<file path="src/rtl/pipe_hazard_ctrl.sv">
// Hazard/sequencing controller for the 5-stage RV32I pipeline: forwarding, load-use,
// redirect flushes and multi-cycle Execute sequencing. Optional macro: HAZARD_PERF_CNT_EN.
module pipe_hazard_ctrl #(
  parameter int unsigned MC_LAT = 4,
  parameter int unsigned CNT_W  = 32
) (
  input  logic             i_clk,
  input  logic             i_rstn,
  input  logic [4:0]       i_Rs1D,
  input  logic [4:0]       i_Rs2D,
  input  logic [4:0]       i_Rs1E,
  input  logic [4:0]       i_Rs2E,
  input  logic [4:0]       i_RdE,
  input  logic [4:0]       i_RdM,
  input  logic [4:0]       i_RdW,
  input  logic             i_RegWriteM,
  input  logic             i_RegWriteW,
  input  logic             i_LoadE,
  input  logic [1:0]       i_PCSrcE,
  input  logic             i_MultiCycE,
  output logic [1:0]       o_ForwardAE,
  output logic [1:0]       o_ForwardBE,
  output logic             o_StallF,
  output logic             o_StallD,
  output logic             o_StallE,
  output logic             o_FlushD,
  output logic             o_FlushE,
  output logic             o_McStart,
  output logic             o_McBusy,
  output logic [CNT_W-1:0] o_StallCnt,
  output logic [CNT_W-1:0] o_FlushCnt,
  output logic [1:0]       o_McState
);

  typedef enum logic [1:0] {
    MC_IDLE = 2'd0,
    MC_BUSY = 2'd1,
    MC_DONE = 2'd2
  } mc_state_t;

  localparam logic [3:0] MC_LAT_M1 = 4'(MC_LAT - 1);

  mc_state_t  state, state_nxt;
  logic [3:0] cnt, cnt_nxt;
  logic       mc_start;
  logic       mc_stall;
  logic       lw_stall;
  logic       redirect;

  // M-stage producer is younger than W, so its value wins on a double match.
  function automatic logic [1:0] fwd_sel(input logic [4:0] rs,
                                         input logic [4:0] rd_m, input logic wr_m,
                                         input logic [4:0] rd_w, input logic wr_w);
    logic [1:0] sel;
    sel = 2'b00;
    if (wr_m && (rd_m != 5'd0) && (rd_m == rs))
      sel = 2'b10;
    else if (wr_w && (rd_w != 5'd0) && (rd_w == rs))
      sel = 2'b01;
    return sel;
  endfunction

  always_comb begin
    o_ForwardAE = fwd_sel(i_Rs1E, i_RdM, i_RegWriteM, i_RdW, i_RegWriteW);
    o_ForwardBE = fwd_sel(i_Rs2E, i_RdM, i_RegWriteM, i_RdW, i_RegWriteW);
  end

  always_comb begin
    lw_stall = i_LoadE && (i_RdE != 5'd0) && ((i_Rs1D == i_RdE) || (i_Rs2D == i_RdE));
    redirect = (i_PCSrcE != 2'b00);
  end

  always_ff @(posedge i_clk) begin
    if (i_rstn) begin
      state <= MC_IDLE;
      cnt   <= 4'd0;
    end else begin
      state <= state_nxt;
      cnt   <= cnt_nxt;
    end
  end

  // DONE is the cycle the op leaves E, so a still-high i_MultiCycE is not a new op.
  always_comb begin
    state_nxt = state;
    cnt_nxt   = cnt;
    mc_start  = 1'b0;
    mc_stall  = 1'b0;
    case (state)
      MC_IDLE: begin
        if (i_MultiCycE) begin
          mc_start = 1'b1;
          mc_stall = 1'b1;
          cnt_nxt  = MC_LAT_M1;
          state_nxt = (MC_LAT == 1) ? MC_DONE : MC_BUSY;
        end
      end
      MC_BUSY: begin
        mc_stall = 1'b1;
        cnt_nxt  = cnt - 4'd1;
        if (cnt == 4'd1)
          state_nxt = MC_DONE;
      end
      MC_DONE: begin
        state_nxt = MC_IDLE;
      end
      default: begin
        state_nxt = MC_IDLE;
      end
    endcase
  end

  // Reset masks every pipeline-control output; forwarding stays live.
  always_comb begin
    o_StallF  = !i_rstn && (lw_stall || mc_stall);
    o_StallD  = !i_rstn && (lw_stall || mc_stall);
    o_StallE  = !i_rstn && mc_stall;
    o_FlushD  = !i_rstn && redirect;
    o_FlushE  = !i_rstn && (lw_stall || redirect) && !mc_stall;
    o_McStart = !i_rstn && mc_start;
    o_McBusy  = (state == MC_BUSY);
    o_McState = state;
  end

`ifdef HAZARD_PERF_CNT_EN
  logic [CNT_W-1:0] stall_cnt, flush_cnt;

  always_ff @(posedge i_clk) begin
    if (i_rstn) begin
      stall_cnt <= '0;
      flush_cnt <= '0;
    end else begin
      if (o_StallF && (stall_cnt != {CNT_W{1'b1}}))
        stall_cnt <= stall_cnt + 1'b1;
      if (o_FlushD && (flush_cnt != {CNT_W{1'b1}}))
        flush_cnt <= flush_cnt + 1'b1;
    end
  end

  assign o_StallCnt = stall_cnt;
  assign o_FlushCnt = flush_cnt;
`else
  assign o_StallCnt = '0;
  assign o_FlushCnt = '0;
`endif

endmodule

</file>
<file path="config.mk">
export PLATFORM = sky130hd
export DESIGN_NAME = pipe_hazard_ctrl
export DESIGN_NICKNAME = d
export VERILOG_FILES = /design/src/rtl/pipe_hazard_ctrl.sv
export SDC_FILE = /design/constraint.sdc
export NUM_CORES = 1
export LEC_CHECK = 0
export ABC_AREA = 1
export CAP_MARGIN = 25
export CORE_AREA = 2 2 68 70
export DETAILED_ROUTE_END_ITERATION = 8
export DIE_AREA = 0 0 70 72
export MAX_ROUTING_LAYER = met4
export PLACE_DENSITY = 0.79
export SLEW_MARGIN = 20
export SYNTH_ARGS = -nofsm -noshare
export SYNTH_HDL_FRONTEND = slang
export SYNTH_SLANG_ARGS = --single-unit
</file>
<file path="constraint.sdc">
create_clock -name i_clk -period 1.29 [get_ports i_clk]
set_input_delay 0.258 -clock i_clk [delete_from_list [all_inputs] [get_ports i_clk]]
set_output_delay 0.258 -clock i_clk [all_outputs]
set_load 0.02 [all_outputs]
</file>
## Yosys cells after proc, flatten, opt, wreduce, memory -nomap -nowiden

Index checks and enable logic that the tools add are counted.
Widths: inputs -> output; s select.

| operators by class | value |
|---|---|
| add/subtract/negate cells | 1 |
| eq/ne operators | 10 |
| multiplexer cells | 12 |
| reductions and logical operators | 27 |

Operators by type and width:

| cell | number |
|---|---|
| $eq 5x5->1 | 6 |
| $reduce_bool 5->1 | 3 |
| $logic_and 1x1->1 | 14 |
| $mux 2 | 4 |
| $pmux 4 s2 | 1 |
| $eq 4x1->1 const B | 1 |
| $mux 1 | 4 |
| $mux 4 | 1 |
| $pmux 2 s2 | 1 |
| $reduce_and 2->1 | 2 |
| $reduce_bool 2->1 | 2 |
| $sub 4x1->4 const B | 1 |
| $logic_or 1x1->1 | 3 |
| $eq 2x1->1 const B | 1 |
| $logic_not 1->1 | 2 |
| $logic_not 2->1 | 1 |
| $ne 2x1->1 const B | 1 |
| $ne 2x2->1 const B | 1 |
| $pmux 1 s2 | 1 |

| word-level totals | value |
|---|---|
| register bits | 6 |
| input port bits | 43 |
| word-level logic and storage cells | 52 |

## Depth between registers and ports, before layout

Gate-level depths: netlist (run 1).

| logic depth | value |
|---|---|
| depth after elaboration | 6 |
| mapped depth | 9 |
| gate-level depth less buffers | 8 |

## Worst setup path after synthesis (run 1)

Ideal clock, no wire load.

| path | value |
|---|---|
| path kind | input to output |
| start point | input i_RdE[2] |
| end point | output o_StallF |
| data arrival time | 1.124 ns |
| path slack | -0.092 ns |
| stages on the path | 9 |
| buffers on the path | 1 |
| path through | inv_2 -> nand2_1 -> nand2_1 -> nor2_1 -> nand3_1 -> nand2_1 -> nand2_2 -> a21oi_2 -> buf_4 |

| on the way | value |
|---|---|
| cells in the longest elaborated chain, start to end | 5 |
| elaborated cells on any way between the ends | 8 |
| classes of those cells | 2 x eq/ne; 6 x reduce/logical |

RTL lines:

| what | RTL line | source |
|---|---|---|
| start: declaration | 13 | `input logic [4:0] i_RdE,` |
| $eq 5x5->1 / $reduce_bool 5->1 (equally long branches) | 69 | `lw_stall = i_LoadE && (i_RdE != 5'd0) && ((i_Rs1D == i_RdE) \|\| (i_Rs2D == i_RdE));` |
| $logic_or 1x1->1 / $logic_and 1x1->1 (equally long branches) | 69 |  |
| $logic_and 1x1->1 (*) | 69 |  |
| $logic_or 1x1->1 (*) | - |  |
| $logic_and 1x1->1 (*) | - |  |
| end: declaration | 23 | `output logic o_StallF,` |

Every way passes the cells marked *; elsewhere a longest branch is shown, timed or not.

## Final worst setup path (run 1)

| path | value |
|---|---|
| start point | input i_RdE[1] |
| end point | output o_StallF |

| on the way | value |
|---|---|
| cells in the longest elaborated chain, start to end | 5 |
| elaborated cells on any way between the ends | 8 |
| classes of those cells | 2 x eq/ne; 6 x reduce/logical |

RTL lines:

| what | RTL line | source |
|---|---|---|
| $eq 5x5->1 / $reduce_bool 5->1 (equally long branches) | 69 |  |
| $logic_or 1x1->1 / $logic_and 1x1->1 (equally long branches) | 69 |  |
| $logic_and 1x1->1 (*) | 69 |  |
| $logic_or 1x1->1 (*) | 115 | `o_StallF = !i_rstn && (lw_stall \|\| mc_stall);` |
| $logic_and 1x1->1 (*) | 115 |  |

Marked as above.

==> results of run 1 <==
==> flip-flops by register name (all words and copies together) (netlist names) <==
| register | flops |
|---|---|
| cnt | 4 |
| o_McState | 2 |
==> worst max-delay path by stage <==
stage,startpoint,to,slack [ns],cells past startpoint
after floorplan,i_RdE[2],o_StallF,-0.01,9
after global placement,i_RdE[0],o_StallF,-1.04,10
after detailed placement,i_RdE[1],o_StallD,-1.09,10
after CTS,i_Rs2D[0],o_StallD,-0.17,9
after global routing,i_RdE[2],o_StallD,-0.15,10
final,i_RdE[1],o_StallF,-0.08,10
==> through the flow <==
stage,instances,util (%)
floorplan,259,-
global placement,319,42.0
detailed placement,319,42.0
CTS,326,44.1
global route,327,47.3
finish,327,47.3
==> where the power goes <==
group          switching [mW]  internal, mW  leakage, nW  total, mW
logic                   0.441         0.328         1.02      0.769
clock network          0.0761         0.200       0.0216      0.276
registers              0.0110         0.205       0.0502      0.216
==> routing by layer <==
| layer | share of wire (%) | global-route usage [%] | wire (um) |
|---|---|---|---|
| met3 | 8.4 | 2.22 | 278 |
| met4 | 0 | 0.641 | 0 |
| met2 | 57 | 23.7 | 1880 |
| met5 | 0 | - | 0 |
| met1 | 35 | 13.3 | 1150 |
==> what timing repair did <==
action                                  in CTS  in global routing
hold buffers                                 0                  0
setup buffers                                4                  1
gates resized for setup                    242                 51
pin swaps                                   49                 33
endpoints found under the setup margin      13                 11
==> cell families (layout without fill, tap and decap cells) <==
| family | count (synthesis) | count (layout) | share of synthesized area (%) |
|---|---|---|---|
| xor gates and xnor gates | 24 | 24 | 16.4 |
| buffers and inverters | 87 | 103 | 44.4 |
| adders and majority gates | 2 | 2 | 1.95 |
| AOI/OAI and AO/OA | 11 | 11 | 5.65 |
| other | 1 | 64 | 0.292 |
| DFF | 6 | 6 | 9.35 |
| and+or+nand+nor | 65 | 65 | 22.0 |
==> worst reg2reg max path, cell delays in order (launching register included) <==
cell and delay (ns):
dfxtp_2 0.32, buf_6 0.12, inv_4 0.05, nand3_4 0.07
buf_4 0.14, buf_4 0.12, buf_4 0.12, buf_4 0.12
a21oi_2 0.12
==> placed cells by master (no fill, tap or decap), drive strengths merged <==
cell	n
xor2	9
nor3	4
conb	64
inv	22
buf	63
nand2	33
o22ai	2
dfxtp	6
ha	2
nand3	5
dlygate4sd2	9
nor2	18
xnor2	15
clkdlybuf4s15	2
clkbuf	7
nand4	5
o21ai	5
a21oi	4
==> area by class of cell <==
type                    instances  area (um2)
multi-input cells             166         992
repair buffers                 78         707
inverters                      22        90.1
clock buffers                   3        41.3
flip-flops and latches          6         123
well taps                      52        65.1
fillers                       441        2250
==> results.toml, run 1 <==
[setup_path]
max_stage_delay_ns = 0.14
reg2reg_depth = 8
arrival_ns = 1.12
r2r-start = "o_McState[0]"
cp_num_buf_inv = 3
critPathMaxFanout = 3
worstPathRequired_ns = 1.03
crit_path_start_kind = "primary input"
worstSetupEndpointType = "output port"
r2r_end = "o_McState[0]"
path_class = "primary input to output port"
crit_chain = "buf_8 > inv_4 > nand2_2 > nand2_2 > nor2_4 > nand3_2 > nand2_2 > nand2_4 > a21oi_4 > buf_6"
crit_family = "simple AND/OR/NAND/NOR gates"
cp_common_cell = "nand2_2"
critPathSlowestCell = "a21oi_4"
ff2ff_setup_slack_ns = 0.05

[finish]
diodes = 0
stdcell_area_um2 = 2020
area_growth_pct = 57.1
final_nets = 322
drive_gt1_share_pct = 44.4

[floorplanning]
fp.dieW_um = 70
fp-row-count = 24
die_h_um = 72
io_pins = 120
core_um2 = 4260
start_util_pct = 30.1
die_area_um2 = 5040

[pwr]
powerDensity_nw_per_um2 = 625
power_mw = 1.26
worst_ir_drop_vdd_v = 0.000300
p_leak_nw = 1.09

[grt]
grt_pass1_vias = 1122
grt_max_degree = 5
grt.overflow.total = 0
grt_pass1_wl_mm = 4.85
antenna_found_initial = 0
grt_use_total_pct = 12.1

[routing]
drt-pass1-iter-count = 4
drt-initial-drc-count = 29
drcViolationCount = 0
vias_per_cell = 3.85
wl_mm = 3.31
final_antenna_net_count = 0
avgRoutedWirePerCell_um = 10.1
vias = 1260

[clock_network]
cts_htree_levels = 1
path_clk_slew_ns = 0.04
clock_latency_ns = 0.22
ctsLongestPathBuffers = 2
numCtsBuffers = 3
cts.sinks = 6
cts_tree = "done"
cts-root-buf = "clkbuf_8"

[logic_synthesis]
yosys_warnings = 0
ys_seq_area_share_pct = 9.35
synth_edf_count = 0
synth_cell_types = 21
synth_top_area_share_pct = 38.0
synth_cells = 196
ys_seq_elements = 6
avgSynthCellArea_um2 = 6.56
synth_area_leader_cell = "buf_4"
async_reset_ff_share_pct = 0
synth-main-ff-cell = "dfxtp_1"
synth_area_um2 = 1280
synth_most_common_cell = "buf_4"
yosys-top-cells-area = "buf_4, xnor2_1, dfxtp_1, nand2_1, xor2_1"
netlist_top_cells_count = "buf_4, nand2_1, inv_1, nor2_1, xnor2_1"

[place]
dp_hpwl_mm = 2.73
io_buffers = 55
pre_cts_slack_ns = -1.09
gp_congestion = 0.800
place_area_um2 = 1790

[sta]
min_period_ns = 1.37
rsz0062_at_grt = "true"
slew_viol_final = 0
finalHoldViolCount = 0
setup_viol = 5
fmax_ghz = 0.728
fin_skew_ns = 0.00103
postLayoutSetupSlackWorst_ns = -0.0841
whs_ns = 0.525
fin_setup_tns_ns = -0.306
finalCritPeriodShare_pct = 107

[worst_hold_path]
holdPathStages = 2
hold-path-endpoint = "cnt[3]"
worst_hold_path_type = "register to register"
min_from = "cnt[3]"

[outcome]
failed_checks = "negative setup slack"
status = "finished, violations left"

[flow_run]
maxCapViolCount = 0
Power figures use the tool's default switching activity.
==> run 2: changes to the inputs <==
Settings changed: ABC_AREA 1 to 0, CORE_AREA 2 2 68 70 to 2 2 67 69, DIE_AREA 0 0 70 72 to 0 0 69 71, GPL_TIMING_DRIVEN set to 0, PLACE_DENSITY 0.79 to 0.8.
==> results.toml, run 2 <==
[outcome]
status = "finished, violations left"
failed_checks = "negative setup slack"

[finish]
seq_area_um2 = 128
drive_gt1_share_pct = 51.7
top_register = "cnt"
utilization_pct = 55.5
final_nets = 333
fillers = 374
multi_input_area_um2 = 1070
area_growth_pct = 91.2
largest_reg_flops = 4
final_cell_mix = "buf_4, conb_1, xor2_1"
layout_commonest_cell = "buf_4"
diodes = 0

[grt]
grt_use_total_pct = 13.7
grt_max_degree = 10
grt.overflow.total = 0
grt_pass1_vias = 1197
grt_pass1_wl_mm = 5.34
antenna_found_initial = 0

[logic_synthesis]
synth-main-ff-cell = "dfxtp_1"
synth_area_um2 = 1220
ys_seq_elements = 6
ys_seq_area_share_pct = 9.84
synth_most_common_cell = "buf_4"
yosys_warnings = 0
synth_edf_count = 0
yosys-top-cells-area = "buf_4, xor2_1, dfxtp_1, xnor2_1, nor2_1"
netlist_top_cells_count = "buf_4, xor2_1, nor2_1, xnor2_1"
synth_cell_types = 28
avgSynthCellArea_um2 = 7.83
synth_top_area_share_pct = 40.0
synth_area_leader_cell = "buf_4"
async_reset_ff_share_pct = 0
synth_cells = 156

[setup_path]
path_class = "primary input to output port"
crit_path_start_kind = "primary input"
worstPathRequired_ns = 1.03
critPathMaxFanout = 2
r2r_end = "cnt[3]"
reg2reg_depth = 3
r2r-start = "o_McState[0]"
worstSetupEndpointType = "output port"
ff2ff_setup_slack_ns = 0.11
arrival_ns = 1.53

[sta]
finalCritPeriodShare_pct = 138
finalHoldViolCount = 0
min_period_ns = 1.79
fin_skew_ns = 0.00338
postLayoutSetupSlackWorst_ns = -0.495
setup_viol = 9
slew_viol_final = 0
fmax_ghz = 0.560
rsz0062_at_grt = "true"

[pwr]
p_leak_nw = 1.24
power.switching_mw = 0.576
switching_share_pct = 40.8
clkPwrFrac_pct = 19.9
p_int_mw = 0.837
pwr-share-seq_pct = 16.8
powerDensity_nw_per_um2 = 605
worst_ir_drop_vdd_v = 0.000444
pwr-share-comb_pct = 63.3
power_mw = 1.41

[floorplanning]
fp-row-count = 24
start_util_pct = 29.0
core_um2 = 4200
die_h_um = 71
io_pins = 120
fp.dieW_um = 69
die_area_um2 = 4900

[routing]
avgRoutedWirePerCell_um = 10.1
wl_mm = 3.43
vias_per_cell = 3.75
drcViolationCount = 0
final_antenna_net_count = 0
drt-pass1-iter-count = 3
vias = 1269
drt-initial-drc-count = 7

[place]
io_buffers = 55
pre_cts_slack_ns = -1.43
dp_hpwl_mm = 2.79
gp_congestion = 0.835

[clock_network]
ctsLongestPathBuffers = 2
cts_htree_levels = 1
cts-root-buf = "clkbuf_8"
cts_tree = "done"
clock_latency_ns = 0.22
cts.sinks = 6
numCtsBuffers = 3
cts_hold_buf = 0
path_clk_slew_ns = 0.04

[worst_hold_path]
worst_hold_path_type = "primary input to register"
hold-path-endpoint = "cnt[1]"
min_from = "i_rstn"
holdPathStages = 2

[flow_run]
maxCapViolCount = 0
run 2: per-layer routing:
metal	wire length [um]	vias up	part of all wire, %	global-route usage [%]
li1	-	644	-	-
met1	1170	535	34	13.7
met2	1830	88	53	25.1
met3	411	2	12	3.56
met4	23	0	0.67	5.66
met5	0	-	0	-
run 2: worst max-delay path, cell delays in order:
cell and delay (ns):
buf_8 0.09, or4_4 0.54, o21ai_4 0.19, buf_6 0.13, nor4_4 0.04, nor3_2 0.11
buf_4 0.16
run 2: stage by stage:
stage | cells | instance area, um2 | TNS [ns] | hold slack (ns)
final | 338 | 2330 | -3.09 | 0.411
after CTS | 335 | 2280 | -3.30 | 0.383
after global routing | 338 | 2330 | -3.54 | 0.419
after floorplan | 219 | 1530 | -1.28 | 0.331
after detailed placement | 326 | 2140 | -13.21 | 0.473
after global placement | 326 | 2140 | -12.98 | 0.456
run 2: cell type report:
| class | count | area share (%) |
|---|---|---|
| repair buffers | 64 | 23.0 |
| flip-flops and latches | 6 | 5.47 |
| multi-input cells | 146 | 45.7 |
| plain buffers | 65 | 20.9 |
| clock buffers | 3 | 1.77 |
| inverters | 2 | 0.322 |
| well taps | 52 | 2.79 |
run 2: power groups by stage:
stage,clock network [mW],logic [mW],registers (mW)
global placement,0,0.808,0.237
detailed placement,0,0.818,0.237
global route,0.291,0.957,0.241
finish,0.281,0.894,0.238
CTS,0.289,0.842,0.240
floorplan,0,0.550,0.239
run 2: worst max-delay path by stage:
stage / startpoint / end / slack [ns] / depth (start not counted)
after floorplan: i_Rs1E[2] / o_ForwardAE[0] / -0.32 / 3
after global placement: i_RdW[3] / o_ForwardAE[0] / -1.37 / 6
after detailed placement: i_RdW[3] / o_ForwardAE[0] / -1.43 / 6
after CTS: i_RdM[1] / o_ForwardAE[0] / -0.57 / 6
after global routing: i_RdW[1] / o_ForwardAE[0] / -0.52 / 5
final: i_RdM[1] / o_ForwardBE[0] / -0.50 / 7
run 2: kinds of logic after synthesis:
group	Yosys count	synth area share, %
other	1	0.307
and+or+nand+nor	36	17.6
xor gates and xnor gates	30	21.5
buffers and inverters	67	40.6
DFF	6	9.84
adders and majority gates	2	2.05
AOI/OAI and AO/OA	14	8.09
run 2: timing repair:
action | in CTS | in global routing
setup endpoints to repair | 16 | 10
gates resized for setup | 175 | 49
buffers inserted | 6 | 3
pin swaps | 25 | 22
==> run 3: changes to the inputs <==
Settings changed: SETUP_SLACK_MARGIN set to 0.05.
==> results.toml, run 3 (synthesized netlist as in run 2, its figures left out) <==
[clock_network]
numCtsBuffers = 3
cts-root-buf = "clkbuf_8"
cts.sinks = 6
cts_hold_buf = 0
clock_latency_ns = 0.22
ctsLongestPathBuffers = 2
cts_tree = "done"
cts_htree_levels = 1
path_clk_slew_ns = 0.04

[routing]
drt-initial-drc-count = 3
vias = 1281
drcViolationCount = 0
drt-pass1-iter-count = 4
avgRoutedWirePerCell_um = 10.0
vias_per_cell = 3.75
wl_mm = 3.43
final_antenna_net_count = 0

[setup_path]
startpoint = "i_RdW[3]"
r2r_end = "cnt[3]"
worstPathRequired_ns = 1.03
cp_num_buf_inv = 2
critPathSlowestCell = "or4_4"
ff2ff_setup_slack_ns = 0.09
crit_end = "o_ForwardAE[0]"
path_depth = 6
critPathMaxFanout = 3
worstSetupEndpointType = "output port"
crit_chain = "buf_8 > or4_4 > o21ai_2 > or4_4 > nor4_4 > buf_4"
arrival_ns = 1.52
cp_common_cell = "or4_4"
crit_family = "simple AND/OR/NAND/NOR gates"
reg2reg_depth = 4
path_class = "primary input to output port"
crit_path_start_kind = "primary input"
r2r-start = "o_McState[1]"
max_stage_delay_ns = 0.55

[sta]
fmax_ghz = 0.564
min_period_ns = 1.77
slew_viol_final = 0
fin_setup_tns_ns = -3.12
setup_viol = 9
whs_ns = 0.407
postLayoutSetupSlackWorst_ns = -0.483
finalHoldViolCount = 0
fin_skew_ns = 0.000937
finalCritPeriodShare_pct = 137
rsz0062_at_grt = "true"

[pwr]
worst_ir_drop_vdd_v = 0.000459
power_mw = 1.44
powerDensity_nw_per_um2 = 603
p_leak_nw = 1.27

[finish]
utilization_pct = 56.7
diodes = 0
layout_commonest_cell = "buf_4"
fillers = 393
drive_gt1_share_pct = 51.4
area_growth_pct = 95.3
final_cell_mix = "buf_4, conb_1, xor2_1"
fin_cells = 342
stdcell_area_um2 = 2380
largest_reg_flops = 4
top_register = "cnt"
final_nets = 336

[grt]
antenna_found_initial = 0
grt_pass1_vias = 1201
grt.overflow.total = 0
grt_max_degree = 10
grt_pass1_wl_mm = 5.07
grt_use_total_pct = 13.0

[floorplanning]
fp.dieW_um = 69
start_util_pct = 29.0
io_pins = 120
die_h_um = 71
die_area_um2 = 4900
core_um2 = 4200
fp-row-count = 24

[place]
place_area_um2 = 2150
pre_cts_slack_ns = -1.36
gp_congestion = 0.844
dp_hpwl_mm = 2.65
placedCellCount = 326
io_buffers = 55

[worst_hold_path]
worst_hold_path_type = "primary input to register"

[outcome]
failed_checks = "negative setup slack"
status = "finished, violations left"

[flow_run]
maxCapViolCount = 0
run 3: cell types whose count changed in the layout (fill, tap and decap cells not counted), moves of 2 or more:
cell	previous run	this run
dlygate4sd2_1	13	11
xor2_1	18	21
xor2_2	4	1
clkbuf_2	10	8
buf_8	3	5
buf_6	11	14
run 3: worst min path at each step:
stage          startpoint     end  slack, ns  depth (start not counted)
5_1_grt            i_rstn  cnt[1]       0.43                          2
3_5_place_dp       cnt[3]  cnt[3]       0.47                          1
4_1_cts            i_rstn  cnt[1]       0.41                          2
3_3_place_gp       cnt[3]  cnt[3]       0.46                          1
6_report           i_rstn  cnt[1]       0.41                          2
2_1_floorplan      i_rstn  cnt[1]       0.33                          1
run 3: what timing repair did:
action / CTS / global route
gates cloned: 0 / 0
setup endpoints to repair: 16 / 12
setup buffers: 7 / 5
resized for setup: 178 / 55
pin swaps: 31 / 22
run 3: cell type report:
| class | instances | area, um2 | area share [%] |
|---|---|---|---|
| well taps | 52 | 65.1 | 2.73 |
| clock buffers | 4 | 45.0 | 1.89 |
| plain buffers | 65 | 488 | 20.5 |
| inverters | 2 | 7.51 | 0.315 |
| flip-flops and latches | 6 | 128 | 5.35 |
| multi-input cells | 146 | 1050 | 44.2 |
| repair buffers | 67 | 597 | 25.0 |
run 3: per-layer routing:
| layer | global-route usage, % | wire length, um | up-vias |
|---|---|---|---|
| li1 | - | - | 655 |
| met1 | 13.7 | 1170 | 533 |
| met2 | 24.3 | 1850 | 87 |
| met3 | 3.13 | 377 | 6 |
| met4 | 3.27 | 40 | 0 |
| met5 | - | 0 | - |
run 3: report_power, final:
| group | leakage, nW | total [mW] | internal, mW | switching, mW |
|---|---|---|---|---|
| sequential | 0.0508 | 0.237 | 0.209 | 0.0277 |
| clock | 0.0228 | 0.296 | 0.213 | 0.0833 |
| combinational | 1.20 | 0.906 | 0.441 | 0.465 |
| total | 1.27 | 1.44 | 0.863 | 0.576 |
